===== src/rtl/jump_pkg.sv =====
// jump_pkg: shared constants for the next-PC selection block.
//   - JUMP_AW       default address/data width
//   - PC_INCR       fall-through increment applied to the current PC
//   - COND_*        branch condition codes carried on the 'conditional' input
//   - FLAG_*        bit positions inside the {carry, sign, zero} flag vector
package jump_pkg;

  localparam int JUMP_AW = 32;
  localparam int PC_INCR = 4;

  localparam logic [2:0] COND_NONE = 3'b000;
  localparam logic [2:0] COND_Z    = 3'b001;
  localparam logic [2:0] COND_NZ   = 3'b010;
  localparam logic [2:0] COND_LTZ  = 3'b011;
  localparam logic [2:0] COND_GTZ  = 3'b100;
  localparam logic [2:0] COND_C    = 3'b101;
  localparam logic [2:0] COND_NC   = 3'b110;
  localparam logic [2:0] COND_RSV  = 3'b111;

  localparam int FLAG_Z = 0;
  localparam int FLAG_S = 1;
  localparam int FLAG_C = 2;

endpackage


===== src/rtl/branch_cond.sv =====
// branch_cond: combinational branch-condition evaluator.
//   conditional [2:0]  in   condition code (COND_*)
//   flags       [2:0]  in   {carry, sign, zero}
//   cond_ok            out  1 when the selected condition holds
module branch_cond
  import jump_pkg::*;
(
  input  logic [2:0] conditional,
  input  logic [2:0] flags,
  output logic       cond_ok
);

  logic w_z;
  logic w_s;
  logic w_c;

  assign w_z = flags[FLAG_Z];
  assign w_s = flags[FLAG_S];
  assign w_c = flags[FLAG_C];

  // Decode the condition code against the current flags.
  always_comb begin
    cond_ok = 1'b0;
    case (conditional)
      COND_NONE: cond_ok = 1'b0;
      COND_Z:    cond_ok = w_z;
      COND_NZ:   cond_ok = ~w_z;
      COND_LTZ:  cond_ok = w_s;
      // Strictly positive: neither negative nor zero.
      COND_GTZ:  cond_ok = ~w_s & ~w_z;
      COND_C:    cond_ok = w_c;
      COND_NC:   cond_ok = ~w_c;
      COND_RSV:  cond_ok = 1'b0;
      default:   cond_ok = 1'b0;
    endcase
  end

endmodule


===== src/rtl/jump_unit.sv =====
// jump_unit: next-PC selection, registered for the PC.
//   clk                 in   rising-edge clock
//   rst                 in   synchronous active-high reset
//   PCin         [AW]   in   current PC
//   address      [AW]   in   immediate/absolute jump target
//   res          [AW]   in   register/ALU-result jump target
//   AdSel               in   target select: 0 = address, 1 = res
//   unconditional       in   jump always taken
//   conditional  [2:0]  in   branch condition code
//   flags        [2:0]  in   {carry, sign, zero}
//   next_address [AW]   out  registered next PC
//   taken               out  registered: next_address is a target
module jump_unit
  import jump_pkg::*;
#(
  parameter int AW = JUMP_AW
) (
  input  logic          clk,
  input  logic          rst,
  input  logic [AW-1:0] PCin,
  input  logic [AW-1:0] address,
  input  logic [AW-1:0] res,
  input  logic          AdSel,
  input  logic          unconditional,
  input  logic [2:0]    conditional,
  input  logic [2:0]    flags,
  output logic [AW-1:0] next_address,
  output logic          taken
);

  localparam logic [AW-1:0] PC_STEP = AW'(PC_INCR);

  logic [AW-1:0] w_target;
  logic [AW-1:0] w_fall;
  logic [AW-1:0] w_next;
  logic          w_cond_ok;
  logic          w_take;
  logic [AW-1:0] r_next_address;
  logic          r_taken;

  branch_cond u_branch_cond (
    .conditional (conditional),
    .flags       (flags),
    .cond_ok     (w_cond_ok)
  );

  // Fall-through wraps modulo 2^AW; the carry-out is intentionally dropped.
  assign w_fall = PCin + PC_STEP;
  assign w_take = unconditional | w_cond_ok;

  // Target mux and final next-PC selection.
  always_comb begin
    w_target = address;
    w_next   = w_fall;
    if (AdSel) begin
      w_target = res;
    end else begin
      w_target = address;
    end
    if (w_take) begin
      w_next = w_target;
    end else begin
      w_next = w_fall;
    end
  end

  // Output registers with synchronous reset.
  always_ff @(posedge clk) begin
    if (rst) begin
      r_next_address <= {AW{1'b0}};
      r_taken        <= 1'b0;
    end else begin
      r_next_address <= w_next;
      r_taken        <= w_take;
    end
  end

  assign next_address = r_next_address;
  assign taken        = r_taken;

endmodule


===== config.mk =====
export PLATFORM = sky130hd
export DESIGN_NAME = jump_unit
export DESIGN_NICKNAME = d
export VERILOG_FILES = /design/src/rtl/jump_pkg.sv /design/src/rtl/branch_cond.sv /design/src/rtl/jump_unit.sv
export SDC_FILE = /design/constraint.sdc
export NUM_CORES = 1
export LEC_CHECK = 0
export BUFFER_PORTS_ARGS = -buffer_cell sky130_fd_sc_hd__buf_4
export CAP_MARGIN = 10
export CORE_MARGIN = 2
export CORE_UTILIZATION = 43
export CTS_CLUSTER_DIAMETER = 200
export DETAILED_ROUTE_END_ITERATION = 7
export PLACE_DENSITY_LB_ADDON = 0.25
export SLEW_MARGIN = 40
export SYNTH_ARGS = -nofsm -noshare
export SYNTH_HDL_FRONTEND = slang
export SYNTH_SLANG_ARGS = --single-unit
export TNS_END_PERCENT = 100

===== constraint.sdc =====
create_clock -name clk -period 2.4 [get_ports clk]
set_input_delay 0.48 -clock clk [delete_from_list [all_inputs] [get_ports clk]]
set_output_delay 0.48 -clock clk [all_outputs]
set_load 0.05 [all_outputs]

-- Yosys cells after proc, flatten, opt, wreduce, memory -nomap -nowiden
Index checks and enable logic that the tools add are counted.
- add/subtract/negate cells: 1
- equal/unequal tests: 7
- muxes and demuxes: 3
- bitwise operators: 5
- reductions and logical operators: 2
- operators by type and width (cell ; number):
    2-to-1 mux 32 bit ; 2
    adder 32 x 3 -> 32 bit, second input constant ; 1
    equality test 3 bit, second input constant ; 4
    case mux 1 bit (7 select lines) ; 1
    equality test 3 x 2 -> 1 bit, second input constant ; 2
    equality test 3 x 1 -> 1 bit, second input constant ; 1
    logical NOT 3 bit ; 1
    NOT 1 bit ; 3
    OR reduction 2 bit ; 1
    AND 1 bit ; 1
    OR 1 bit ; 1
- bits in registers: 33
- input port bits: 106

-- Depth between registers and ports, before layout
Gate-level depths: netlist of run 1.
- word-level depth: 5
- gate-level depth with buffers: 6
- gate-level depth less buffers: 6

-- By module
From an unflattened synthesis of run 1, not the netlist that was laid out.
- cell total of the unflattened synthesis: 258
- area, all modules: 2087.0 um^2
- by module, submodules not included (module ; instances ; cells an instance ; area each (um^2) ; seq. area each (um^2)):
    jump_unit ; 1 ; 249 ; 2023.2 ; 660.6
    branch_cond ; 1 ; 9 ; 63.8 ; 0.0

-- Worst setup path before layout of run 1
No wires, ideal clock.
- path type: input to register
- from: input conditional[2]
- to: register r_next_address[16], in the netlist next_address[16]
- arrival time: 1.705 ns
- path slack: 0.549 ns
- stages on the path: 5
- cell sequence: mux2i_1 > a2111oi_2 > a2bb2oi_2 > buf_2 > a211oi_2
- cells in the longest elaborated chain, start to end: 5
- RTL lines (item ; RTL line ; source):
    start, declared ; jump_unit.sv:25 ; input logic [2:0] conditional,
    equality test 3 bit or logical NOT 3 bit (tied branches) ; branch_cond.sv:24 ; case (conditional)
    OR reduction 2 bit (no line) ; n/a ;
    case mux 1 bit (7 select lines) * ; branch_cond.sv:24 ;
    OR 1 bit * ; jump_unit.sv:49 ; assign w_take = unconditional | w_cond_ok;
    2-to-1 mux 32 bit * ; jump_unit.sv:60 ; if (w_take) begin
    end signal, assigned ; jump_unit.sv:70 ; r_next_address <= {AW{1'b0}};
    end signal, assigned ; jump_unit.sv:73 ; r_next_address <= w_next;
    end, declared ; jump_unit.sv:38 ; logic [AW-1:0] r_next_address;
Mark *: on every way between the ends. The rest lies on a longest branch, timed or not.
A chain may end at the register's enable or synchronous reset.

-- Worst setup path in the final report of run 1
- from: input conditional[2]
- to: register r_next_address[15], in the netlist next_address[15]
Same word-level chain as after synthesis.

==> results of run 1 <==
[layout make-up]
class / count / area (µm²) / share of cell area [%]
multi-input combinational: 184 / 1456 / 43.03
sequential: 33 / 660.6 / 19.52
inverter: 4 / 15.01 / 0.4436
clock buffer: 7 / 86.33 / 2.551
timing repair buffer: 142 / 1079 / 31.87
tap: 70 / 87.58 / 2.588
[synth_stat cells]
cell	instances	area share, %
buf_1	1	0.17
nor2b_1	29	8.2
mux2_2	3	1.5
buf_2	4	0.91
and2_1	2	0.57
nand4_4	1	0.96
a211oi_1	31	11
nor4b_1	1	0.40
buf_6	3	1.5
inv_1	4	0.68
or2_2	1	0.28
a2111oi_2	1	0.68
nand4_1	8	2.3
or2_1	1	0.28
nor4_1	4	1.1
xor2_1	10	4.0
mux2i_1	4	1.8
a211oi_2	27	15
nand3_1	9	2.0
nor3_1	5	1.1
nor2_1	12	2.0
xnor2_1	18	7.1
and4_1	3	1.2
dfxtp_1	33	30
and3_1	3	0.85
a311oi_1	1	0.40
a2bb2oi_2	1	0.68
nand2_1	7	1.2
clkbuf_1	9	1.5
or3_1	1	0.28
ha_1	1	0.57
[cells by family after synthesis]
| group | share of synthesized area (%) |
|---|---|
| adder cells (fa/ha/maj) | 0.5655 |
| multiplexers | 3.337 |
| AND/OR/NAND/NOR | 22.79 |
| flip-flops | 29.86 |
| XOR/XNOR | 11.09 |
| buffers and inverters | 4.807 |
| AO/OA/AOI/OAI | 27.54 |
[sequential cells by signal (all words and copies together), names as in the netlist]
signal	flops
taken	1
next_address	32
[through the flow]
stage                     setup slack [ns]  power, mW
after floorplan                     0.5487      1.029
after global placement              0.2884      1.289
after detailed placement            0.2272      1.297
after CTS                           0.5138      1.726
after global routing                0.4091      1.787
final                               0.5100      1.707
[worst max path at each step]
stage	startpoint	end
2_1_floorplan	conditional[2]	next_address[16]$_SDFF_PP0_
3_3_place_gp	conditional[2]	next_address[16]$_SDFF_PP0_
5_1_grt	conditional[2]	next_address[15]$_SDFF_PP0_
4_1_cts	conditional[2]	next_address[15]$_SDFF_PP0_
3_5_place_dp	conditional[2]	next_address[15]$_SDFF_PP0_
6_report	conditional[2]	next_address[15]$_SDFF_PP0_
[routing by layer]
metal,GRT usage (%),vias to the layer above
met3,6.085,5
met4,6.433,0
li1,-,1144
met2,40.29,94
met5,0,-
met1,21.55,989
[power by group through the flow]
| stage | Clock, mW | Combinational [mW] | Sequential, mW |
|---|---|---|---|
| after global placement | 0 | 0.663 | 0.626 |
| after global routing | 0.454 | 0.714 | 0.619 |
| final | 0.426 | 0.668 | 0.613 |
| after CTS | 0.438 | 0.673 | 0.614 |
| after detailed placement | 0 | 0.671 | 0.626 |
| after floorplan | 0 | 0.218 | 0.811 |
==> results.txt, run 1 <==
- Internal portion of total power: 1.114 mW
- Placed Instance Area: 3298 µm²
* Residual overflow from global routing: 0
* Post-route antenna net violation count: 0
- Via count of the first global-routing pass: 2196
- Worst hold-check path type: in2reg
* Final Hold Fails: 0
* Placed wire-length estimate: 4518 µm
- The first routing iteration left 59 violations.
* Setup violations, final: 0
- The smallest clock period supported by the final layout is computed as 1.890 ns.
- The setup path with the least slack is of type in2reg.
* Delay of the slowest critical-path stage: 0.49 ns
- Yosys printed 0 warnings.
- Setup TNS after final layout: 0 ns
* Library cell contributing the largest single delay on the critical path: a2111oi_2
* Commonest cells after routing, fill and taps aside: buf_4 (141), dfxtp_1 (33), a211oi_1 (31), nor2b_1 (29), a211oi_2 (27)
* Area of the mapped netlist: 2212 µm²
* Post-CTS sizing: 0
- Excluding fillers, the count of instances in the completed layout stands at 440.
* Via total after detailed routing: 2232
* Total setup buffers inserted after CTS: 0
- Pins Over Slew Limit: 0
- First drt pass iteration count: 4
- In this run switching power makes up 34.76% of total power.
- The average instance in the mapped netlist occupies 9.295 µm².
- Via count normalized by instance count: 5.073
- Input and output buffers added on the ports amount to 138.
- Wire length reported by the detailed router: 5963 µm
- In this run the static leakage power is 1.381 nW.
- Clock Sink Count: 33
- Synthesized flop and latch total: 33
- Overall fraction of global-route tracks in use: 20.90%
- The run finished with clean final reports.
- Clock tree synthesis inserted a total of 5 buffers.
- Cells with a size suffix above 1 make up 49.19% of the layout.
- Antenna violations before repair: 0
- In this run the most critical hold path is launched from PCin[2].
- At the worst endpoint, the required time is 2.59 ns.
- Height of the chip: 75.73 µm
- The detailed router used layers up to and including met4.
- Relative slew margins: 64.68%
- Across the run, the number of max-cap violations was 0.
- After clock tree synthesis, the clock-pin slew on the worst setup and hold paths is 0.07 ns.
- The floorplan step defined a die boundary enclosing 5734 µm².
- After detailed routing, the wire length on met1 is 2380 µm.
- After layout, the worst path uses 78.75% of the clock period.
* Cell count of the worst hold path: 2
* Min-Delay Endpoint: next_address[2]$_SDFF_PP0_
- The initial utilization of the core area, before any placement, comes to 43.87%.
* DP Cell Count: 433
- First-pass GRT wire length: 9294 µm
- Summing all non-filler instances in the final layout gives an area of 3385 µm².
- In this run the power density over the cells is 504.3 nW/µm².
- Cell at the root of the clock tree: clkbuf_8
- The H-tree generated during clock tree synthesis spans 2 levels.
- Clock share of power: 24.9%
- Final hold slack: 0.4079 ns
* Met2 wirelength from detailed routing: 3006 µm
* Wire length on met3: 525 µm
- In this run the standard cell core region covers 5042 µm².
- CP bufs+invs: 2
- Synthesized netlist net count: 345
- Timing would allow up to 0.5291 GHz.
- Entering global routing, the biggest net connects 55 pins.
- Instance count of the mapped netlist: 238
* Synth-to-Final Area Change: 53.00%
* Top Ports: 139
* Levels on crit path: 7
- Number of nets in the layout: 477
* Sequential share of power: 35.9%
* Worst endpoint data arrival time: 2.08 ns
* DRC violation count after routing: 0
- The floorplan step set the die width to 75.73 µm.
- Clock Tree Buf Depth: 2
- The kind of cell with the highest combined delay along the critical path is compound AO/OA/AOI/OAI gates.
- The number of antenna diodes in the final layout is 0.
- Clock tree from TritonCTS: done
- The number of different library cells used by synthesis comes to 31.
* Per-cell routed wire length: 13.55 µm
* Portion of total power attributed to combinational logic: 39.1%
- Setup repair after global routing left no endpoint under its margin.
* Sequential fraction of the synthesis area: 29.86%
- STA classifies the critical path endpoint as a flip-flop.
- Number of hold buffers added after cts: 0
- Worst-margin pin slew: 0.5298 ns
* Most common cell after layout, fill and taps aside: buf_4
* Critical path startpoint category: input pin
* GP Congestion: 0.7730
- Along the worst path, the maximum fanout reaches 50.
- Once layout is complete, the utilization of the core stands at 67.12%.
* Critical path cell sequence: buf_4 -> mux2i_1 -> a2111oi_2 -> a2bb2oi_4 -> buf_12 -> a211oi_1 -> a211oi_2
- The analysis attributes to net switching a power of 593.3 µW.
- IR analysis of the VDD net gives a maximum drop of 0.0002733 V.
- Layout fillers: 438
- Number of placement rows: 26
(Power assumes the default switching activity.)
==> inputs of run 2 (changes only) <==
--- a/config.mk
+++ b/config.mk
@@ -5,10 +5,11 @@
 export SDC_FILE = /design/constraint.sdc
 export NUM_CORES = 1
 export LEC_CHECK = 0
+export ABC_AREA = 1
 export BUFFER_PORTS_ARGS = -buffer_cell sky130_fd_sc_hd__buf_4
 export CAP_MARGIN = 10
 export CORE_MARGIN = 2
-export CORE_UTILIZATION = 43
+export CORE_UTILIZATION = 41
 export CTS_CLUSTER_DIAMETER = 200
 export DETAILED_ROUTE_END_ITERATION = 7
 export PLACE_DENSITY_LB_ADDON = 0.25
==> constraint.sdc (replaced) <==
create_clock -name clk -period 1.5 [get_ports clk]
set_input_delay 0.3 -clock clk [delete_from_list [all_inputs] [get_ports clk]]
set_output_delay 0.3 -clock clk [all_outputs]
set_load 0.05 [all_outputs]
==> run 2 against run 1 <==
Compared with the run above:
- routed wire length is 38% higher
- clock power is 56% higher
- combinational power is 65% higher
- sequential cell count stayed put
- via count is 42% higher
- die area is 20% higher
- critical path depth is 1 higher
- utilization is 3.3 points lower
==> results.txt, run 2 <==
- Outcome: complete, no violations (unchanged)
- Wire length reported by the detailed router: 8217 µm (was 5963 µm)
- The CTS tree is done (unchanged).
- The dominant synthesized flop cell is dfxtp_1 (unchanged).
- Clock Sink Count: 33 (unchanged)
- The share of final-layout standard cells stronger than drive strength 1 is 33.33% (was 49.19%).
- The sequential area share after synthesis is 25.93% (was 29.86%).
- Number of DRC markers after the initial detailed-route iteration: 131 (was 59)
* Synth-to-Final Area Change: 49.31% (was 53.00%)
- The power density over cell area was 721.0 nW/µm² (was 504.3 nW/µm²).
- For the finished layout, the period the worst path requires is 1.228 ns.
- Port Buffers: 138 (unchanged)
- The kind of cell adding the most delay to the critical path is compound AO/OA/AOI/OAI gates (unchanged).
- The number of failing setup endpoints in the final timing report was 0 (unchanged).
- Number of hold buffers added after cts: 0 (unchanged)
- Via total after detailed routing: 3169 (was 2232)
- The final number of max-transition violations is 0 (unchanged).
* Average footprint of a synthesized cell: 5.790 µm² (was 9.295 µm²)
- The arrival time at the worst endpoint is 1.41 ns (was 2.08 ns).
- The number of synthesized flops with an enable pin came to 0 (unchanged).
- Cell at the root of the clock tree: clkbuf_8 (unchanged)
- The post-route DRC violation count came to 0 (unchanged).
- Top cells by count, synth: nand2_1 (191), nor2_1 (62), dfxtp_1 (33) (was dfxtp_1 (33), a211oi_1 (31), nor2b_1 (29)).
* Cell count of the worst hold path: 3 (was 2)
- Height of the chip: 82.83 µm (was 75.73 µm)
* Number of placement rows: 28 (was 26)
- Area of the mapped netlist: 2547 µm² (was 2212 µm²)
* Tcrit/Tclk final: 81.89%
* Upper clock frequency limit: 0.8141 GHz
- Library cell contributing the largest single delay on the critical path: a21oi_1 (was a2111oi_2)
- The count of state elements after synthesis was 33 (unchanged).
- Delay of the slowest critical-path stage: 0.24 ns (was 0.49 ns)
- The type of the most critical hold path was in2reg (unchanged).
* Diode count: 0 (unchanged)
- The number of max-capacitance violations reported was 0 (unchanged).
- Max rail drop VDD: 0.0003881 V (was 0.0002733 V)
* First drt pass iteration count: 4 (unchanged)
- Unrepaired setup endpoints after global routing: no (unchanged).
* Width of the die: 82.83 µm (was 75.73 µm)
* Most numerous cell in the Yosys netlist: nand2_1 (was dfxtp_1)
- Levels on crit path: 8 (was 7)
- The post-detailed-route via-to-cell ratio came to 4.802 (was 5.073).
- The most common cell after layout, fill and taps aside was nand2_1 (was buf_4).
- The number of distinct standard cells referenced by the synthesized netlist came to 27 (was 31).
- Overall fraction of global-route tracks in use: 24.05% (was 20.90%)
* CTS Buf Count: 5 (unchanged)
- Per-cell routed wire length: 12.45 µm (was 13.55 µm)
- The number of nets with antenna violations after detailed routing is 0 (unchanged).
* Commonest cells after routing, fill and taps aside: nand2_1 (191), buf_4 (149), nor2_1 (62), dfxtp_1 (33), inv_1 (30) (was buf_4 (141), dfxtp_1 (33), a211oi_1 (31), nor2b_1 (29), a211oi_2 (27))
- The startpoint kind of the worst setup timing path is an input pin (unchanged).
- Die Area: 6860 µm² (was 5734 µm²)
- The core footprint is 5956 µm² (was 5042 µm²).
* Antenna violations before repair: 0 (unchanged)
- The peak fanout along the critical path is 10 (was 50).
- The number of synthesis warnings was 0 (unchanged).
- The share of the synthesized area in the top cell type is 28.14% (was 29.86%).
- The number of non-filler instances in the completed layout is 660 (was 440).
* Synthesized netlist net count: 547 (was 345)
- The critical path capture point type was a flip-flop (unchanged).
* Synth async-reset ratio: 0% (unchanged)
- The placed standard-cell area was 3717 µm² (was 3298 µm²).
* Post-Place Worst Slack: -0.01202 ns (was 0.2272 ns)
* Top Ports: 139 (unchanged)
* Worst-margin pin slew: 0.2683 ns (was 0.5298 ns)
* Final Instance Area: 3804 µm² (was 3385 µm²)
- CP bufs+invs: 2 (unchanged)
- The final-stage net count is 691 (was 477).
- DP Cell Count: 652 (was 433)
* Register clock-pin slew on the reported worst setup and hold paths: 0.07 ns (about the same)
- The starting density of the core was 42.77% (was 43.87%).
- Critical path cell sequence: buf_4 -> a21oi_1 -> o21ai_0 -> nand3_1 -> nand2_2 -> buf_4 -> a21oi_1 -> nor2_1 (was buf_4 -> mux2i_1 -> a2111oi_2 -> a2bb2oi_4 -> buf_12 -> a211oi_1 -> a211oi_2).
- Top cells by area in the synthesized netlist: nand2_1 (28%), dfxtp_1 (26%), nor2_1 (9.1%), nand3_1 (4.5%), inv_1 (4.4%) (was dfxtp_1 (30%), a211oi_2 (15%), a211oi_1 (11%), nor2b_1 (8.2%), xnor2_1 (7.1%)).
- The category of the critical setup timing path is in2reg (unchanged).
- Instance count of the mapped netlist: 440 (was 238)
* Residual overflow from global routing: 0 (unchanged)
- Placed wire-length estimate: 6961 µm (was 4518 µm)
- The number of hold-slack violations in the final timing report came to 0 (unchanged).
- The post-CTS setup repair buffer count was 0 (unchanged).
* Yosys top cell by area: nand2_1 (was dfxtp_1)
- The buffer levels on the longest clock path came to 2 (unchanged).
* Relative slew margins: 82.11% (was 64.68%)
* Worst setup margin: 0.2717 ns (was 0.5100 ns)
- The static power due to leakage is 1.987 nW (was 1.381 nW).
* Via count of the first global-routing pass: 3063 (was 2196)
- Max FFs per register: 32 (unchanged)
* Required time reported for the critical path endpoint: 1.68 ns (was 2.59 ns)
- The H-tree depth reported by CTS came to 2 (unchanged).
* Maximum number of pins on one net before global-route repair: 24 (was 55)
* GP Congestion: 0.8910 (was 0.7730)
- First-pass GRT wire length: 13780 µm (was 9294 µm)
- The quantity of gates resized following cts is 0 (unchanged).
## run 2: tightest hold or removal path: stages
cell,delay [ns]
buf_4,0.08
o21ai_0,0.07
nor2_1,0.07
## run 2: logic make-up after synthesis
group           count (synthesis)  share of synthesized area (%)
buf+inv                        48                          8.251
mux                             3                          1.179
xor+xnor                       13                          4.470
compound gates                 34                          7.564
fa+ha+maj                       1                         0.4911
flops                          33                          25.93
simple gates                  308                          52.11
## run 2: final cells by class
type | instances | area (µm²)
fillers | 591 | 2152
multi-input cells | 359 | 1677
repair buffers | 151 | 1159
flip-flops and latches | 33 | 660.6
inverters | 34 | 127.6
well taps | 75 | 93.84
clock buffers | 5 | 68.82
clock inverters | 3 | 17.52
## run 2: stage by stage
step           utilization (%)  hold slack (ns)  total power, mW   TNS, ns
6_report                 63.87           0.2620            2.742         0
5_1_grt                  63.87           0.2853            2.894         0
4_1_cts                  63.87           0.2560            2.763         0
3_5_place_dp             62.42           0.5586            2.099  -0.01909
3_3_place_gp             62.42           0.5601            2.084         0
2_1_floorplan                -           0.3691            1.621         0
## run 2: worst paths after layout
path	from	endpoint	slack, ns
worst max-delay path	flags[0]	next_address[23]$_SDFF_PP0_	0.27
worst min-delay path	PCin[0]	next_address[0]$_SDFF_PP0_	0.26
## run 2: power breakdown
part / switching, mW / internal, mW
registers: 0.0212 / 0.955
clock network: 0.345 / 0.320
logic: 0.662 / 0.439
## run 2: routing by layer
metal | wire length, µm | up-vias | share of wire [%] | GRT usage [%]
met4 | 115 | 0 | 1.4 | 5.365
met5 | 0 | - | 0 | 0
met1 | 3564 | 1388 | 43 | 30.78
met2 | 3856 | 125 | 47 | 41.42
met3 | 680 | 12 | 8.3 | 5.169
li1 | - | 1644 | - | -
==> inputs of run 3 (changes only) <==
--- a/config.mk
+++ b/config.mk
@@ -5,11 +5,11 @@
 export SDC_FILE = /design/constraint.sdc
 export NUM_CORES = 1
 export LEC_CHECK = 0
-export ABC_AREA = 1
+export ABC_AREA = 0
 export BUFFER_PORTS_ARGS = -buffer_cell sky130_fd_sc_hd__buf_4
 export CAP_MARGIN = 10
 export CORE_MARGIN = 2
-export CORE_UTILIZATION = 41
+export CORE_UTILIZATION = 43
 export CTS_CLUSTER_DIAMETER = 200
 export DETAILED_ROUTE_END_ITERATION = 7
 export PLACE_DENSITY_LB_ADDON = 0.25
==> constraint.sdc (replaced) <==
create_clock -name clk -period 1.2 [get_ports clk]
set_input_delay 0.24 -clock clk [delete_from_list [all_inputs] [get_ports clk]]
set_output_delay 0.24 -clock clk [all_outputs]
set_load 0.05 [all_outputs]
==> run 3 against run 2 <==
Compared with the run above:
- the flow now finishes with violations (setup timing)
- sequential share of layout area is 1.7 points lower
- non-clock buffer count is 48 higher
- total power is 52% higher
- design area is 11% higher
- via count is 19% lower
- clock-buffer cell count stayed put
- die area is 16% lower
- largest power group unchanged
- highest routed layer unchanged
==> results.txt, run 3 (synthesis results as in run 1) <==
- Residual overflow from global routing: 0 (unchanged)
* Layout cells sized above 1: 62.15% (was 33.33%)
* Startpoint of the worst hold path: PCin[2] (was PCin[0])
- The peak fanout along the critical path is 6 (was 10).
* Cell area power density: 989.7 nW/µm² (was 721.0 nW/µm²)
- The most common cell after layout, fill and taps aside is buf_4 (was nand2_1).
- Via total after detailed routing: 2558 (was 3169)
* Total power draw: 4.165 mW (was 2.742 mW)
- The worst hold slack came to 0.1658 ns (was 0.2620 ns).
- The smallest clock period supported by the final layout is computed as 1.480 ns.
- Kind of end point of the critical path: flip-flop (unchanged)
- The cell that appears most often on the critical path is buf_12.
- Clock Sink Count: 33 (unchanged)
- Post-route antenna net violation count: 0 (unchanged)
- The number of antenna violations at the first check in global routing was 0 (unchanged).
- The overall global routing resource usage came to 26.72% (was 24.05%).
- The hold path depth is 2 (was 3).
* Outcome: finished with violations (was complete, no violations)
- Core Box Area: 5042 µm² (was 5956 µm²)
- Commonest cells after routing, fill and taps aside: buf_4 (182), a211oi_2 (41), dfxtp_1 (33), nor2b_1 (29), xnor2_1 (18) (was nand2_1 (191), buf_4 (149), nor2_1 (62), dfxtp_1 (33), inv_1 (30))
- Height of the chip: 75.73 µm (was 82.83 µm)
- The post-cts hold buffer count came to 0 (unchanged).
- The kind of cell adding the most delay to the critical path was buffers and inverters (was compound AO/OA/AOI/OAI gates).
- Die Area: 5734 µm² (was 6860 µm²)
- Pins Over Slew Limit: 0 (unchanged)
- The cell with the largest stage delay on the worst path is nor4b_4 (was a21oi_1).
- The placed instance count is 482 (was 652).
- The number of search-and-repair iterations in the first detailed-routing pass was 4 (unchanged).
* Static leakage power: 1.781 nW (was 1.987 nW)
* Layout fillers: 323 (was 591)
- Maximum Capacitance Violations: 0 (unchanged)
* Placed Instance Area: 3812 µm² (was 3717 µm²)
- Non-filler cells, final: 498 (was 660)
* Via count of the first global-routing pass: 2628 (was 3063)
* Delay of the slowest critical-path stage: 0.36 ns (was 0.24 ns)
- The starting density of the core came to 43.87% (was 42.77%).
* DRC violation count after routing: 0 (unchanged)
* Area of combinational cells with multiple inputs: 1659 µm² (was 1677 µm²)
* Relative slew margins: 77.60% (was 82.11%)
* Per-cell routed wire length: 15.38 µm (was 12.45 µm)
* Type of the setup path with the least slack: in2reg (unchanged)
- Post-Route Utilization: 83.45% (was 63.87%)
* Post-Place Worst Slack: -0.6080 ns (was -0.01202 ns)
- The boundary pin count is 139 (unchanged).
* Number of DRC markers after the initial detailed-route iteration: 65 (was 131)
- The placed wire-length estimate came to 5724 µm (was 6961 µm).
- Synth-to-Final Area Change: 90.22% (was 49.31%)
- The largest voltage drop on the vdd net came to 0.0007321 V (was 0.0003881 V).
- Worst-margin pin slew: 0.3361 ns (was 0.2683 ns)
- The setup slack of the critical path after layout was -0.2798 ns (was 0.2717 ns).
- Number of nets in the layout: 534 (was 691)
- GP Congestion: 0.8212 (was 0.8910)
* Via count normalized by instance count: 5.137 (was 4.802)
- The number of hold-slack violations in the final timing report came to 0 (unchanged).
- Critical path cell sequence: buf_8 -> nor4b_4 -> a2111oi_4 -> a2bb2oi_4 -> buf_12 -> buf_12 -> buf_16 -> buf_6 -> a211oi_2 (was buf_4 -> a21oi_1 -> o21ai_0 -> nand3_1 -> nand2_2 -> buf_4 -> a21oi_1 -> nor2_1)
- The area of all placed cells without fillers was 4208 µm² (was 3804 µm²).
- Unrepaired setup endpoints after global routing: yes (was no).
* First-pass GRT wire length: 11590 µm (was 13780 µm)
- The startpoint kind of the worst setup timing path was an input pin (unchanged).
- Cell at the root of the clock tree: clkbuf_8 (unchanged)
- The sequential standard cell area was 660.6 µm² (unchanged).
* H-tree depth: 2 (unchanged)
- The wire length after detailed routing is 7659 µm (was 8217 µm).
* Required time reported for the critical path endpoint: 1.41 ns (was 1.68 ns)
- The count of buffers from port buffering came to 138 (unchanged).
- Worst hold-check path type: in2reg (unchanged)
- The CTS tree is done (unchanged).
- The maximum number of pins on one net before global-route repair was 23 (was 24).
- Clock Tree Buf Depth: 2 (unchanged)
* Number of placement rows: 26 (was 28)
- Derived from the worst setup path, the maximum achievable clock frequency is 0.6758 GHz.
- The final reports fail on setup timing.
* Setup violations, final: 33 (was 0)
- Tcrit/Tclk final: 123.3%
- Setup TNS after final layout: -7.156 ns (was 0 ns)
- Register clock-pin slew on the reported worst setup and hold paths: 0.08 ns (was 0.07 ns)
- Max FFs per register: 32 (unchanged)
- Diode count: 0 (unchanged)
- The horizontal die dimension is 75.73 µm (was 82.83 µm).
- The arrival time at the worst endpoint was 1.69 ns (was 1.41 ns).
- The destination of the worst hold path was next_address[2]$_SDFF_PP0_ (was next_address[0]$_SDFF_PP0_).
- CP bufs+invs: 5 (was 2)
- CTS Buf Count: 5 (unchanged)
==> run 3: changes by cell type in the layout (fill, tap and decap cells not counted), moves of 15 or more <==
cell and delta:
nand2_1 -184, nor2_1 -50, a211oi_2 +41, buf_4 +33, nor2b_1 +29, inv_1 -26
nand3_1 -15, o21ai_0 -15
==> run 3: how the worst max path moves through the flow <==
stage / from / end / cells past startpoint
3_5_place_dp: conditional[2] / next_address[7]$_SDFF_PP0_ / 7
3_3_place_gp: conditional[2] / next_address[1]$_SDFF_PP0_ / 7
2_1_floorplan: conditional[2] / next_address[0]$_SDFF_PP0_ / 6
5_1_grt: conditional[2] / next_address[15]$_SDFF_PP0_ / 8
4_1_cts: conditional[2] / next_address[0]$_SDFF_PP0_ / 8
6_report: conditional[1] / next_address[7]$_SDFF_PP0_ / 9
==> run 3: timing repair <==
| action | in CTS | in global routing |
|---|---|---|
| gates cloned | 1 | 0 |
| setup buffers | 6 | 1 |
| endpoints found under the setup margin | 33 | 33 |
| pin swaps | 12 | 5 |
| gates resized for setup | 27 | 6 |
==> run 3: area by class of cell <==
class / count / area share (%)
clock buffers: 5 / 1.635
repair buffers: 199 / 39.25
multi-input cells: 184 / 39.43
clock inverters: 3 / 1.546
inverters: 4 / 0.3568
flip-flops and latches: 33 / 15.70
well taps: 70 / 2.081
==> run 3: where the power goes <==
group	internal, mW	total [mW]	switching (mW)
clock	0.825	1.26	0.437
sequential	1.20	1.23	0.0278
combinational	0.796	1.67	0.879
==> run 3: routing by layer <==
layer	part of all wire (%)	up-vias	GRT usage, %
met1	37	1189	27.49
met4	2.3	0	10.33
met5	0	-	0
met3	6.5	13	6.217
met2	54	90	51.69
li1	-	1266	-
